`src/rtl/inv_mixcolumns_seq.sv`:
```
// AES InvMixColumns, sequential: COLS_PER_CYCLE columns per BUSY cycle.
// One state in flight; valid/ready handshake on both sides.
module inv_mixcolumns_seq #(
  parameter int COLS_PER_CYCLE = 1
) (
  input  logic         clk,
  input  logic         rst,
  input  logic [127:0] inputState,
  input  logic         inValid,
  output logic         inReady,
  output logic [127:0] outputState,
  output logic         outValid,
  input  logic         outReady
);

  if (COLS_PER_CYCLE != 1 && COLS_PER_CYCLE != 2 &&
      COLS_PER_CYCLE != 4) begin : g_bad_cfg
    $error("COLS_PER_CYCLE must be 1, 2 or 4");
  end

  typedef enum logic [1:0] {
    IDLE,
    BUSY,
    DONE
  } state_t;

  localparam logic [2:0] STEP  = 3'(COLS_PER_CYCLE);
  localparam logic [1:0] STEP2 = 2'(COLS_PER_CYCLE);

  state_t       state;
  logic [1:0]   colCnt;
  logic [127:0] work;
  logic [127:0] work_nxt;
  logic         last;

  function automatic logic [7:0] xt(input logic [7:0] b);
    return {b[6:0], 1'b0} ^ (b[7] ? 8'h1b : 8'h00);
  endfunction

  // 9/b/d/e products share one x2-x4-x8 chain per byte
  function automatic logic [31:0] inv_col(input logic [31:0] c);
    logic [7:0] s  [4];
    logic [7:0] m9 [4];
    logic [7:0] mb [4];
    logic [7:0] md [4];
    logic [7:0] me [4];
    logic [7:0] x2, x4, x8;
    for (int i = 0; i < 4; i++) begin
      s[i]  = c[31-8*i -: 8];
      x2    = xt(s[i]);
      x4    = xt(x2);
      x8    = xt(x4);
      m9[i] = x8 ^ s[i];
      mb[i] = x8 ^ x2 ^ s[i];
      md[i] = x8 ^ x4 ^ s[i];
      me[i] = x8 ^ x4 ^ x2;
    end
    return {me[0] ^ mb[1] ^ md[2] ^ m9[3],
            m9[0] ^ me[1] ^ mb[2] ^ md[3],
            md[0] ^ m9[1] ^ me[2] ^ mb[3],
            mb[0] ^ md[1] ^ m9[2] ^ me[3]};
  endfunction

  always_comb begin
    work_nxt = work;
    for (int i = 0; i < 4; i++) begin
      if (3'(i) >= {1'b0, colCnt} &&
          3'(i) < {1'b0, colCnt} + STEP) begin
        work_nxt[127-32*i -: 32] =
          inv_col(work[127-32*i -: 32]);
      end
    end
  end

  assign last = ({1'b0, colCnt} + STEP) == 3'd4;

  always_ff @(posedge clk) begin
    if (rst) begin
      state       <= IDLE;
      colCnt      <= '0;
      work        <= '0;
      outputState <= '0;
      outValid    <= 1'b0;
      inReady     <= 1'b1;
    end else begin
      case (state)
        IDLE: begin
          if (inValid && inReady) begin
            work    <= inputState;
            colCnt  <= '0;
            inReady <= 1'b0;
            state   <= BUSY;
          end
        end
        BUSY: begin
          work   <= work_nxt;
          colCnt <= colCnt + STEP2;
          if (last) begin
            outputState <= work_nxt;
            outValid    <= 1'b1;
            state       <= DONE;
          end
        end
        DONE: begin
          if (outReady) begin
            outValid <= 1'b0;
            inReady  <= 1'b1;
            state    <= IDLE;
          end
        end
        default: begin
          outValid <= 1'b0;
          inReady  <= 1'b1;
          state    <= IDLE;
        end
      endcase
    end
  end

endmodule

```
`config.mk`:
```
export PLATFORM = sky130hd
export DESIGN_NAME = inv_mixcolumns_seq
export DESIGN_NICKNAME = d
export VERILOG_FILES = /design/src/rtl/inv_mixcolumns_seq.sv
export SDC_FILE = /design/constraint.sdc
export NUM_CORES = 1
export LEC_CHECK = 0
export CAP_MARGIN = 20
export CORE_ASPECT_RATIO = 1.2
export CORE_UTILIZATION = 41
export DETAILED_ROUTE_END_ITERATION = 10
export HOLD_SLACK_MARGIN = 0.15
export PLACE_DENSITY = 0.72
export SETUP_SLACK_MARGIN = 0.4
export SLEW_MARGIN = 20
export SYNTH_ARGS = -nofsm -noshare
export SYNTH_HDL_FRONTEND = slang
export SYNTH_SLANG_ARGS = --single-unit
```
`constraint.sdc`:
```
create_clock -name clk -period 7.2 [get_ports clk]
set_input_delay 1.44 -clock clk [delete_from_list [all_inputs] [get_ports clk]]
set_output_delay 1.44 -clock clk [all_outputs]
set_load 0.02 [all_outputs]
```
==> results.py, run 1 <==
metrics = {
    "drt": {
        "num_vias": 15660,
        "drc_errors": 0,
        "wl_um": 63180,
        "routedWlPerCell_um": 22.01,
        "first_pass_iters": 7,
        "viasPerCell": 5.453,
        "drt_iter0_drc": 1092,
        "antenna_left": 0,
    },
    "finish": {
        "nNetsFinal": 2357,
        "fill_cells": 4469,
        "layout_commonest_cell": "xnor2_1",
        "final_cell_mix": "xnor2_1 (423), dfxtp_1 (262), clkdlybuf4s50_1 (260)",
        "drive_gt1_frac": 0.04020,
        "syn_to_final_growth_pct": 18.16,
    },
    "sta": {
        "fmax_mhz": 268.8,
        "layout_setup_ws_ns": 3.480,
        "hold_viol_final": 0,
        "slew_headroom": 0.2690,
        "rsz0062_at_grt": "no",
        "skew_ns": 0.01302,
        "finalSetupViolCount": 0,
        "worstMarginPinSlew_ns": 1.097,
        "fin_crit_sh": 0.5167,
        "finalSetupTns_ns": 0,
        "slew_viol_final": 0,
        "period_needed_ns": 3.720,
    },
    "grt": {
        "antenna_found_initial": 3,
        "grt_pass1_wl_um": 95610,
        "grt_max_degree": 158,
        "overflow": 0,
        "grt_usage": 0.2478,
        "grt_pass1_vias": 15710,
    },
    "setup_path": {
        "cp_cell_sequence": "clkdlybuf4s50_1 > a21oi_1 > nor2_4 > buf_4 > nand2_1 > o21ai_0 > a31oi_1",
        "critPathLaunchType": "primary input",
        "path_class": "in2reg",
        "crit_path_top_delay_cell": "buf_4",
        "required_ns": 7.60,
        "crit_arrival_ns": 4.12,
        "slowest_delay_ns": 0.75,
        "worst_setup_path_end_kind": "flip-flop",
        "critPathMaxFanout": 70,
    },
    "synthesis": {
        "async_flop_share": 0,
        "synth_warnings": 0,
        "synth-seq-cells": 262,
        "syn_inst": 2143,
        "yosys_most_used_dff": "dfxtp_1",
        "synth_edf_count": 0,
        "avgSynthCellArea_um2": 9.435,
        "syn-num-nets": 2280,
        "ys_types": 47,
        "yosysSeqAreaShare": 0.2594,
        "synth_area_um2": 20220,
    },
    "die": {
        "fp.coreArea_um2": 48340,
        "fp-row-count": 88,
        "start_util": 0.4183,
        "dieArea_um2": 50210,
        "dieWidth_um": 204.7,
        "die-height_um": 245.3,
        "pin_count": 262,
    },
    "clock_network": {
        "cts_setup_buffers": 0,
        "h-tree-depth": 1,
        "cts_tree": "yes",
        "cts_buffers": 28,
        "cts.sinks": 262,
        "hold_buffers": 0,
        "insertion_delay_ns": 0.57,
        "cts_buffer_depth": 3,
        "cts_resized": 0,
        "clkSlewWorstSetupHoldPaths_ns": 0.07,
        "cts_root_buf": "clkbuf_16",
    },
    "pwr": {
        "p_clk_frac": 0.150,
        "ir_worst_vdd_mv": 0.3682,
        "internal_power_mw": 6.504,
        "seq_power_share": 0.176,
        "swShare": 0.4067,
        "switching_power_mw": 4.458,
        "powerDensity_nw_per_um2": 458.8,
        "p_leak_nw": 9.158,
        "power_frac_comb": 0.674,
    },
    "placed_design": {
        "io_buffers": 261,
        "place_congestion": 0.9649,
        "dp_slack_ns": 2.925,
        "dp_hpwl_um": 46270,
    },
    "run_status": {
        "outcome": "completed",
    },
    "min_path": {
        "hp-class": "reg2reg",
    },
    "job": {
        "drv_cap": 0,
    },
}
==> flip-flops by register name, indices dropped and copies added (netlist names) <==
signal,count
outputState,128
work,128
colCnt,2
state,2
inReady,1
outValid,1
==> per-stage QoR <==
step / std cells / hold WS (ns) / power [mW] / utilization / cell area [um2]
2_1_floorplan: 2143 / 0.4795 / 7.709 / - / 20220
3_3_place_gp: 2820 / 0.4492 / 9.261 / 0.4726 / 22840
3_5_place_dp: 2820 / 0.4496 / 9.288 / 0.4727 / 22850
4_1_cts: 2869 / 0.4579 / 10.99 / 0.4940 / 23880
5_1_grt: 2871 / 0.4759 / 11.55 / 0.4943 / 23890
6_report: 2871 / 0.4560 / 10.96 / 0.4943 / 23890
==> cell families after synthesis <==
logic type	after synthesis	share of synthesized area
multiplexers	96	0.04821
AND/OR/NAND/NOR	380	0.07531
AO/OA/AOI/OAI	453	0.1376
buffers and inverters	242	0.04827
XOR/XNOR	705	0.4282
adder cells (fa/ha/maj)	5	0.003094
flip-flops	262	0.2594
==> final timing paths <==
kind                                        from          endpoint  slack (ns)  cells after the start
worst min register to register  outputState[101]  outputState[101]        0.46                      2
worst max-delay path                     inValid         work[123]        3.48                      7
worst min-delay path            outputState[101]  outputState[101]        0.46                      2
worst max register to register          work[79]          work[76]        3.94                      7
==> layer usage <==
layer  vias up  track usage  part of all wire
li1       7410            -                 -
met5         -            0           0.00017
met2       500       0.4235              0.49
met3        97      0.02642             0.052
met1      7647       0.3225              0.43
met4         2      0.08450             0.030
==> synth_stat cells (5+ instances only) <==
cell	number	share of area
a2111oi_0	5	0.0022
clkbuf_1	179	0.033
or3_1	11	0.0034
nand2b_1	6	0.0019
dfxtp_1	262	0.26
xnor2_2	6	0.0048
ha_1	5	0.0031
a222oi_1	17	0.0084
mux2_2	11	0.0061
o21ai_0	84	0.021
inv_1	14	0.0026
a22oi_1	9	0.0033
buf_2	30	0.0074
mux2i_1	85	0.042
a211oi_1	110	0.041
nor3_1	8	0.0020
o21a_1	6	0.0022
nand3_1	14	0.0035
xor3_1	25	0.029
buf_1	13	0.0024
a21o_1	17	0.0063
xnor2_1	423	0.18
a21oi_1	177	0.044
xnor3_1	144	0.16
nor2_1	240	0.045
nand2_1	91	0.017
a31oi_1	16	0.0050
xor2_1	102	0.044
==> power by group through the flow <==
stage	registers, mW	clock network [mW]	logic (mW)
global placement	1.95	0	7.31
global route	1.95	1.73	7.88
CTS	1.92	1.67	7.39
detailed placement	1.96	0	7.33
floorplan	1.64	0	6.06
finish	1.93	1.64	7.39
==> worst max-delay path: cells and delay by family <==
family / cells / cell delay (ns)
buffers and inverters: 2 / 1.23
AOI/OAI and AO/OA: 3 / 0.46
and+or+nand+nor: 2 / 0.93
==> cell type report <==
cell class	count	area [um2]	area share
Sequential cell	262	5245	0.2195
Antenna cell	2	5.005	0.0002095
Clock buffer	36	782.0	0.03273
Inverter	15	56.30	0.002357
Clock inverter	13	247.7	0.01037
Multi-Input combinational cell	1639	14040	0.5877
Tap cell	630	788.3	0.03299
Timing Repair Buffer	274	2726	0.1141
(Power assumes the default switching activity.)
==> run 2, diff against run 1 <==
==> constraint.sdc (replaced) <==
create_clock -name clk -period 3.66 [get_ports clk]
set_input_delay 0.732 -clock clk [delete_from_list [all_inputs] [get_ports clk]]
set_output_delay 0.732 -clock clk [all_outputs]
set_load 0.02 [all_outputs]
==> run 2 against run 1 <==
  * Die area unchanged
  * Sequential share of layout area decreased by 0.50 points
  * Utilization is 1.2 points higher
  * Hold slack improved by 0.0010 ns
  * Cell count is 2.1% higher
  * Highest routed layer unchanged
  * Worst setup slack got worse by 2.7 ns
  * Power increased by 99%
  * Wire length is 3.0% higher
  * Flip-flop and latch count is the same
  * Critical path type is now reg2reg
  * Largest cell class unchanged
  * Critical endpoint is now work[60]
==> results.py, run 2 (synthesis gave the netlist of run 1 again) <==
metrics = {
    "setup_path": {
        "critPathMaxFanout": 7,
        "required_ns": 4.18,
        "crit_arrival_ns": 3.43,
        "worst_setup_path_end_kind": "flip-flop",
        "path_class": "reg2reg",
        "critPathLaunchType": "flip-flop",
    },
    "pwr": {
        "powerDensity_nw_per_um2": 893.0,
        "seq_power_share": 0.167,
        "p_leak_nw": 9.508,
        "switching_power_mw": 8.818,
        "swShare": 0.4039,
        "internal_power_mw": 13.02,
        "p_clk_frac": 0.155,
        "p_total_mw": 21.83,
        "ir_worst_vdd_mv": 0.5190,
        "power_frac_comb": 0.677,
    },
    "job": {
        "drv_cap": 0,
    },
    "die": {
        "fp-row-count": 88,
        "dieWidth_um": 204.7,
        "fp.coreArea_um2": 48340,
        "die-height_um": 245.3,
        "pin_count": 262,
        "dieArea_um2": 50210,
        "start_util": 0.4183,
    },
    "drt": {
        "num_vias": 15960,
        "wl_um": 65060,
        "viasPerCell": 5.445,
        "drt_iter0_drc": 1173,
        "drc_errors": 0,
        "routedWlPerCell_um": 22.20,
        "first_pass_iters": 8,
        "antenna_left": 0,
    },
    "sta": {
        "slew_headroom": 0.4518,
        "period_needed_ns": 2.911,
        "skew_ns": 0.02175,
        "hold_viol_final": 0,
        "rsz0062_at_grt": "no",
        "fin_crit_sh": 0.7953,
        "finalSetupTns_ns": 0,
        "worstMarginPinSlew_ns": 0.8223,
        "fmax_mhz": 343.6,
        "finalSetupViolCount": 0,
        "slew_viol_final": 0,
    },
    "run_status": {
        "outcome": "completed",
    },
    "grt": {
        "antenna_found_initial": 1,
        "grt_usage": 0.2540,
        "grt_pass1_wl_um": 97940,
        "grt_max_degree": 118,
        "overflow": 0,
        "grt_pass1_vias": 15700,
    },
    "finish": {
        "layout_commonest_cell": "xnor2_1",
        "final_cell_mix": "xnor2_1 (423), dfxtp_1 (262), clkdlybuf4s50_1 (260)",
        "fin_area_um2": 24450,
        "instances_no_fill": 2931,
        "drive_gt1_frac": 0.06606,
        "syn_to_final_growth_pct": 20.92,
        "final_core_util": 0.5058,
        "antenna_cells": 0,
        "nNetsFinal": 2414,
        "largestRegisters": "outputState (128), work (128)",
    },
    "clock_network": {
        "insertion_delay_ns": 0.59,
        "cts_buffers": 30,
        "cts_root_buf": "clkbuf_16",
        "hold_buffers": 0,
        "cts.sinks": 262,
        "cts_setup_buffers": 0,
        "clkSlewWorstSetupHoldPaths_ns": 0.07,
        "cts_buffer_depth": 3,
        "cts_tree": "yes",
        "h-tree-depth": 1,
        "cts_resized": 0,
    },
    "placed_design": {
        "io_buffers": 261,
        "place_area_um2": 23340,
        "dp_hpwl_um": 48190,
        "place_congestion": 0.9345,
        "placed_cells": 2875,
    },
    "min_path": {
        "hp-class": "reg2reg",
    },
}
==> run 2: worst paths after layout <==
| path | startpoint | to | depth (start not counted) | slack (ns) |
|---|---|---|---|---|
| worst min-delay path | outputState[77] | outputState[77] | 2 | 0.46 |
| worst max register to register | work[53] | work[60] | 7 | 0.75 |
| worst max-delay path | work[53] | work[60] | 7 | 0.75 |
| worst min register to register | outputState[77] | outputState[77] | 2 | 0.46 |
==> run 2: layer usage <==
layer  vias to the layer above  wire length (um)  GRT usage
met5                         -                17          0
met1                      7811             27910     0.3341
met4                         2              1586    0.06826
met3                        83              3404    0.02323
li1                       7531                 -          -
met2                       531             32140     0.4410
==> run 2: final cells by class <==
type / instances / area (um2)
timing repair buffer: 329 / 3227
tap: 630 / 788.3
inverter: 15 / 56.30
multi-input combinational: 1639 / 14030
fill: 4441 / 23890
clock buffer: 41 / 873.3
sequential: 262 / 5245
clock inverter: 15 / 234.0
==> run 2: metrics by stage <==
step	setup WS [ns]	hold WS [ns]
finish	0.7494	0.4570
global route	0.5808	0.4756
CTS	0.7531	0.4614
detailed placement	0.7469	0.4541
global placement	0.7702	0.4449
floorplan	1.056	0.4795
==> run 2: power by group through the flow <==
stage,logic (mW),clock network (mW),registers [mW]
after global routing,15.6,3.56,3.68
after floorplan,11.9,0,3.24
after global placement,14.6,0,3.70
after detailed placement,14.6,0,3.70
after CTS,14.8,3.45,3.64
final,14.8,3.39,3.65
==> run 2: critical path, stage by stage, from the launching register on <==
cell and delay (ns):
dfxtp_1 0.58, xor2_4 0.29, xnor3_2 0.51, xnor3_2 0.42, xnor3_1 0.38, o21a_1 0.19, or3_1 0.36, a21oi_2 0.11
